[src/rtl/circuit4_operand_loader.sv]
// Operand loader: collects NUM_OPS bytes over a valid/ready stream, holds them for the
// datapath for RES_LATENCY edges, then returns the captured result. Optional: LOADER_PARITY_EN.
module circuit4_operand_loader #(
  parameter int NUM_OPS     = 16,
  parameter int OP_W        = 8,
  parameter int RES_W       = 32,
  parameter int RES_LATENCY = 1
) (
  input  logic                    Clk,
  input  logic                    Rst,
  input  logic [OP_W-1:0]         in_data,
  input  logic                    in_valid,
  output logic                    in_ready,
  output logic [NUM_OPS*OP_W-1:0] op_bus,
  output logic                    ops_valid,
  input  logic [RES_W-1:0]        res_in,
`ifdef LOADER_PARITY_EN
  output logic                    out_parity,
`endif
  output logic [RES_W-1:0]        out_data,
  output logic                    out_valid,
  input  logic                    out_ready
);

  localparam int CNT_W  = (NUM_OPS > 1) ? $clog2(NUM_OPS) : 1;
  localparam int WAIT_W = $clog2(RES_LATENCY + 1);
  localparam logic [CNT_W-1:0]  LAST_SLOT = CNT_W'(NUM_OPS - 1);
  localparam logic [WAIT_W-1:0] LAST_WAIT = WAIT_W'(RES_LATENCY - 1);

  typedef enum logic [1:0] {LOAD, EVAL, OUT} state_t;

  state_t            state, state_nxt;
  logic [CNT_W-1:0]  cnt, cnt_nxt;
  logic [WAIT_W-1:0] wait_cnt, wait_nxt;
  logic              take;
  logic              capture;

  assign take    = in_valid & in_ready;
  assign capture = (state == EVAL) && (wait_cnt == LAST_WAIT);

  always_comb begin
    state_nxt = state;
    cnt_nxt   = cnt;
    wait_nxt  = wait_cnt;
    in_ready  = 1'b0;
    ops_valid = 1'b0;
    case (state)
      LOAD: begin
        in_ready = ~Rst;
        if (take) begin
          if (cnt == LAST_SLOT) begin
            state_nxt = EVAL;
            cnt_nxt   = '0;
            wait_nxt  = '0;
          end else begin
            cnt_nxt = cnt + CNT_W'(1);
          end
        end
      end
      EVAL: begin
        ops_valid = 1'b1;
        // Leaves EVAL on the terminal count, so the counter never wraps.
        wait_nxt  = wait_cnt + WAIT_W'(1);
        if (capture) state_nxt = OUT;
      end
      OUT: begin
        ops_valid = 1'b1;
        if (out_ready) state_nxt = LOAD;
      end
      default: state_nxt = LOAD;
    endcase
  end

  // Control registers
  always_ff @(posedge Clk) begin
    if (Rst) begin
      state     <= LOAD;
      cnt       <= '0;
      wait_cnt  <= '0;
      out_valid <= 1'b0;
    end else begin
      state    <= state_nxt;
      cnt      <= cnt_nxt;
      wait_cnt <= wait_nxt;
      if (capture)
        out_valid <= 1'b1;
      else if (state == OUT && out_ready)
        out_valid <= 1'b0;
    end
  end

  // Operand slots and result capture
  always_ff @(posedge Clk) begin
    if (Rst) begin
      op_bus   <= '0;
      out_data <= '0;
    end else begin
      if (take) op_bus[cnt*OP_W +: OP_W] <= in_data;
      if (capture) out_data <= res_in;
    end
  end

`ifdef LOADER_PARITY_EN
  always_ff @(posedge Clk) begin
    if (Rst)
      out_parity <= 1'b0;
    else if (capture)
      out_parity <= ^res_in;
  end
`endif

endmodule

[config.mk]
export PLATFORM = sky130hd
export DESIGN_NAME = circuit4_operand_loader
export DESIGN_NICKNAME = d
export VERILOG_FILES = /design/src/rtl/circuit4_operand_loader.sv
export SDC_FILE = /design/constraint.sdc
export NUM_CORES = 1
export LEC_CHECK = 0
export CAP_MARGIN = 10
export CORE_MARGIN = 4
export CORE_UTILIZATION = 47
export CTS_CLUSTER_DIAMETER = 80
export DETAILED_ROUTE_END_ITERATION = 8
export MAX_ROUTING_LAYER = met4
export PLACE_DENSITY = 0.8
export SYNTH_ARGS = -nofsm -noshare
export SYNTH_HDL_FRONTEND = slang
export SYNTH_SLANG_ARGS = --single-unit
[constraint.sdc]
create_clock -name Clk -period 2.8 [get_ports Clk]
set_input_delay 0.42 -clock Clk [delete_from_list [all_inputs] [get_ports Clk]]
set_output_delay 0.42 -clock Clk [all_outputs]
set_load 0.01 [all_outputs]
; Word level (Yosys, flattened, before mapping)
; Index checks and enable logic that the tools add are counted.
[totals]
ff_bits = 168
wordCells = 44
in_bits = 44
out_inout_bits = 163
[op_classes]
n_eq_ne = 7
bitwise = 3
n_shift = 2
n_reduce_logical = 9
add_sub_neg = 3
muxes = 14
[ops]
columns = op, count
row1 = bitwise mux 128 bit, 1
row2 = "variable shift 8 x 34 -> 128 bit, first input constant", 1
row3 = variable part select 8 x 34 -> 128 bit, 1
row4 = negation 7 -> 34 bit, 1
row5 = 2-to-1 mux 2 bit, 4
row6 = "!= test 2 bit, second input constant", 4
row7 = 2-to-1 mux 1 bit, 6
row8 = one-hot mux 2 bit (3 select lines), 1
row9 = "adder 4 x 1 -> 4 bit, second input constant", 1
row10 = "equality test 4 bit, second input constant", 1
row11 = 2-to-1 mux 4 bit, 1
row12 = AND reduction 4 bit, 1
row13 = nonzero test 2 bit, 2
row14 = AND reduction 3 bit, 1
row15 = "equality test 2 x 1 -> 1 bit, second input constant", 1
row16 = "equality test 2 bit, second input constant", 1
row17 = logical AND 1 bit, 2
row18 = logical NOT 2 bit, 1
row19 = NOT 1 bit, 2
row20 = one-hot mux 1 bit (2 select lines), 1
row21 = AND reduction 2 bit, 1
row22 = OR reduction 2 bit, 1
row23 = "adder 1 bit, second input constant", 1
row24 = AND 1 bit, 1

; Longest topological paths before layout
[depth]
word_depth = 5
ltp_mapped = 8
mapped_depth_nobuf = 6

; Worst setup path before layout
; Ideal clock, no wire load.
[synth_path]
path_kind = flip-flop to flip-flop
from = register cnt[0]
to = register op_bus[118]
period_less_slack_ns = 2.441
t_arrival_ns = 2.318
setup_ns = 0.123
stages_incl_launch_ff = 9
required_time_ns = 2.677
n_path_buf = 2
slack_ns = 0.359
cell_sequence = dfxtp_1 clkbuf_1 inv_1 ha_1 nand2b_1 a2111oi_1 nor2b_1 buf_2 mux2_1
[synth_between]
elab_chain_len = 3
word_cells_on_any_way = 4
classes_between = 1 x add/sub / 2 x shift / 1 x mux
[synth_rtl]
columns = item, line
row1 = "start, declared", 33  ; logic [CNT_W-1:0] cnt, cnt_nxt;
row2 = "start signal, assigned", 83  ; cnt <= cnt_nxt;
row3 = negation 7 -> 34 bit (*), 98  ; if (take) op_bus[cnt*OP_W +: OP_W] <= in_data;
row4 = variable part select 8 x 34 -> 128 bit / variable shift 8 x 34 -> 128 bit (equally long branches), 98
row5 = bitwise mux 128 bit (*), 98
row6 = "end signal, assigned by index", 98
row7 = "end, declared", 14  ; output logic [NUM_OPS*OP_W-1:0] op_bus,
; Mark *: on every way between the ends. The rest lies on a longest branch, timed or not.
; A chain may end at the register's enable or synchronous reset.

; Worst setup path in the final report
[layout_path]
from = register cnt[0]
to = register op_bus[7]
; Same word-level chain as after synthesis.

==> Implementation_results.wiki <==
{| class="wikitable"
! Metric !! Value
|-
| Warnings from Yosys || 0
|-
| Post-synthesis async set-or-reset flop share || 0%
|-
| Startpoint Class || register
|-
| Switching fraction of total power || 24.0%
|-
| Clk network pwr share || 46.2%
|-
| Residual DRC || 0
|-
| Pin count of the biggest net entering global routing || 85
|-
| Maximum resistive drop on vdd || between 0.3 and 0.4 mV
|-
| Row count || 43
|-
| Residual antenna-violating net count after detailed routing || 0
|-
| Number of antenna cells inserted || 0
|-
| Number of H-tree branching levels || 4
|-
| Die area || 16500 um^2
|-
| Worst hold margin || 0.456 ns
|-
| Die width || 129 um
|-
| Sequential fraction of the synthesis area || slightly below 50%
|-
| Run status || completed
|-
| CTS tree || yes
|-
| Initial antenna violation count || 0
|-
| Total Routed Length || 18800 um
|-
| Min Tclk post-route || 2.59 ns
|-
| Congestion Overflow GR || 0
|-
| Number of search-and-repair iterations in the first detailed-routing pass || 4
|-
| Cells after synthesis || 710
|-
| Combined global-route utilization of all metal layers || 23.5%
|-
| Cell at the root of the clock tree || sky130_fd_sc_hd__clkbuf_16
|-
| Final total power || between 4000 and 5000 uW
|-
| Mean Syn Cell Area || 9.63 um^2
|-
| Pwr dens || 515 nW/um^2
|-
| Number of max-cap violations || 0
|-
| Post-synth cell types || 42
|-
| Final hold violation count || 0
|-
| Number of synthesized register bits || 168
|-
| Crit path DAT || 2.88 ns
|-
| # nets final || around 960
|-
| Final weighted congestion in routability-driven placement || 0.864
|-
| Via density || 5.11
|-
| Die H || 129 um
|-
| Number of nets in the synthesized netlist || 763
|-
| Quantity of I/O buffers inserted on ports || 206
|-
| Fin area || 9660 um^2
|-
| Sequential fraction of design power || ~48%
|-
| Pleak || 0.00373 uW
|-
| CP Capture Type || register
|-
| Placed inst area || around 9100 um^2
|-
| Number of global-route vias before repair || 5865
|-
| Area of the core || 14000 um^2
|-
| Clock tree skew after final layout || 0.00849 ns
|-
| Maximum fanout count along the critical path || 12
|-
| Required time worst endpoint || 3.09 ns
|-
| Clk sinks || 168
|-
| RSZ-0062 raised after global routing || no
|-
| Final clock period utilization by the worst path || 92.5%
|-
| Final core utilization || around 69%
|-
| Kind of critical path || register to register
|-
| Setup_tns || 0 ns
|-
| Mean routed wirelength per cell || 17.1 um
|-
| Worst-margin pin slew || around 0.62 ns
|-
| Cts bufs inserted || 17
|-
| Clock latency on the worst-skew pair || about 0.42 ns
|-
| Relative max-transition margin || 58.2%
|-
| Routed via count || 5623
|-
| Largest cells by area after synthesis || sky130_fd_sc_hd__dfxtp_1 49%, sky130_fd_sc_hd__mux2i_1 17%, sky130_fd_sc_hd__nand2b_1 12%, sky130_fd_sc_hd__nand2_1 6.3%, sky130_fd_sc_hd__a21oi_1 3.4%
|-
| Violation count after the first detailed-routing iteration || 343
|-
| Top FF cell, synth || sky130_fd_sc_hd__dfxtp_1
|-
| Path type of the worst min-delay path || input pin to register
|-
| Layout-stage area growth over the synthesis result || 41.3%
|-
| Buffer levels on the longest clock path || 2
|-
| Int Power || 3780 uW
|-
| EDFF count, synth || 0
|-
| Total setup buffers inserted after CTS || 0
|-
| Switch Pwr || 1190 uW
|-
| Initial Util || 48.7%
|-
| Fill cells || 1081
|-
| Area share of the largest cell type after synthesis || 49.2%
|-
| Fraction of power consumed by combinational cells || 5.4%
|-
| Global-route wire length before repair || 30100 um
|-
| CTS clock-pin slew for the worst setup and hold paths || 0.07 ns
|-
| Dpl hpwl || 14100 um
|-
| Leading post-synthesis cells by instance count || 168 x sky130_fd_sc_hd__dfxtp_1, 126 x sky130_fd_sc_hd__nand2b_1, 116 x sky130_fd_sc_hd__mux2i_1
|-
| Max Clock Freq || 386 MHz
|-
| Share of final-layout standard cells stronger than drive strength 1 || around 6%
|-
| Count of final max-slew check failures || 0
|-
| Biggest area consumer among synthesized cells || sky130_fd_sc_hd__dfxtp_1
|-
| Top-Level Pins || 207
|-
| Most common cell in the synthesized netlist || sky130_fd_sc_hd__dfxtp_1
|-
| Netlist area before placement || 6840 um^2
|-
| Setup-violating endpoint count in the final report || 0
|}
==> what timing repair did <==
| item | in CTS | in global routing |
|---|---|---|
| setup endpoints to repair | 0 | 7 |
| resized for setup | 0 | 1 |
| hold buffers | 0 | 0 |
==> critical path: stages (launching register included) <==
cell	delay, ns
sky130_fd_sc_hd__dfxtp_1	0.57
sky130_fd_sc_hd__inv_1	0.15
sky130_fd_sc_hd__ha_1	0.41
sky130_fd_sc_hd__or2_2	0.40
sky130_fd_sc_hd__or4_1	0.70
sky130_fd_sc_hd__nand2_1	0.15
sky130_fd_sc_hd__a21oi_1	0.08
==> final cells by class <==
cell class                 count  area (um^2)  share of cell area (%)
multi-input combinational    493         3290                    34.0
inverter                       8         30.0                   0.311
clock inverter                15          161                    1.67
clock buffer                  17          425                    4.40
tap                          180          225                    2.33
timing repair buffer         220         2160                    22.4
sequential                   168         3360                    34.8
==> final timing paths <==
path / start / end / slack (ns) / cells past startpoint
setup / recovery: cnt[0] / op_bus[7] / 0.21 / 6
hold / removal: Rst / out_valid / 0.46 / 2
setup reg to reg: cnt[0] / op_bus[7] / 0.21 / 6
hold reg to reg: out_data[30] / out_data[30] / 0.46 / 2
==> stage by stage <==
step | worst slack (ns) | instances
after global routing | 0.0479 | 1101
after global placement | 0.378 | 1069
after floorplan | 0.359 | 710
after CTS | 0.149 | 1101
after detailed placement | 0.215 | 1069
final | 0.210 | 1101
==> placed cells by master, fill, tap and decap left out, types with 2 or more instances in the layout <==
| master | netlist | final |
|---|---|---|
| sky130_fd_sc_hd__clkdlybuf4s50_1 | 0 | 205 |
| sky130_fd_sc_hd__dfxtp_1 | 168 | 168 |
| sky130_fd_sc_hd__nand2b_1 | 126 | 126 |
| sky130_fd_sc_hd__mux2i_1 | 116 | 116 |
| sky130_fd_sc_hd__nand2_1 | 115 | 115 |
| sky130_fd_sc_hd__a21oi_1 | 47 | 47 |
| sky130_fd_sc_hd__clkbuf_16 | 0 | 17 |
| sky130_fd_sc_hd__nor2b_1 | 16 | 15 |
| sky130_fd_sc_hd__buf_4 | 1 | 15 |
| sky130_fd_sc_hd__nand3_1 | 13 | 13 |
| sky130_fd_sc_hd__nor2_1 | 10 | 10 |
| sky130_fd_sc_hd__ha_1 | 9 | 9 |
| sky130_fd_sc_hd__inv_1 | 8 | 8 |
| sky130_fd_sc_hd__nor3_1 | 4 | 4 |
| sky130_fd_sc_hd__clkinv_4 | 0 | 4 |
| sky130_fd_sc_hd__inv_6 | 0 | 4 |
| sky130_fd_sc_hd__or3_1 | 3 | 3 |
| sky130_fd_sc_hd__and3_1 | 3 | 3 |
| sky130_fd_sc_hd__nor3b_1 | 3 | 3 |
| sky130_fd_sc_hd__nand3b_1 | 3 | 3 |
| sky130_fd_sc_hd__clkinvlp_4 | 0 | 3 |
| sky130_fd_sc_hd__mux2_1 | 2 | 2 |
| sky130_fd_sc_hd__or4_1 | 2 | 2 |
| sky130_fd_sc_hd__inv_8 | 0 | 2 |
==> power groups by stage <==
stage,logic [uW],clock network [uW],registers [uW]
finish,269,2300,2400
global route,289,2440,2400
CTS,264,2330,2400
detailed placement,262,0,2460
global placement,256,0,2460
floorplan,144,0,2460
==> layer usage <==
layer	vias to the layer above	part of all wire [%]	GRT usage, %
li1	2747	-	-
met1	2690	43	28.4
met2	168	50	38.2
met3	18	6.0	5.60
met4	0	1.4	8.40
met5	-	0	-
==> cells by family after synthesis <==
logic type	share of synthesized area, %
buf+inv	2.87
mux	17.7
flops	49.2
simple gates	23.6
compound gates	4.76
fa+ha+maj	1.65
xor+xnor	0.256
==> sequential cells by signal, indices dropped and copies added (netlist names) <==
signal	flops
out_data	32
out_valid	1
op_bus	128
wait_cnt	1
state	2
cnt	4
Power figures use the tool's default switching activity.
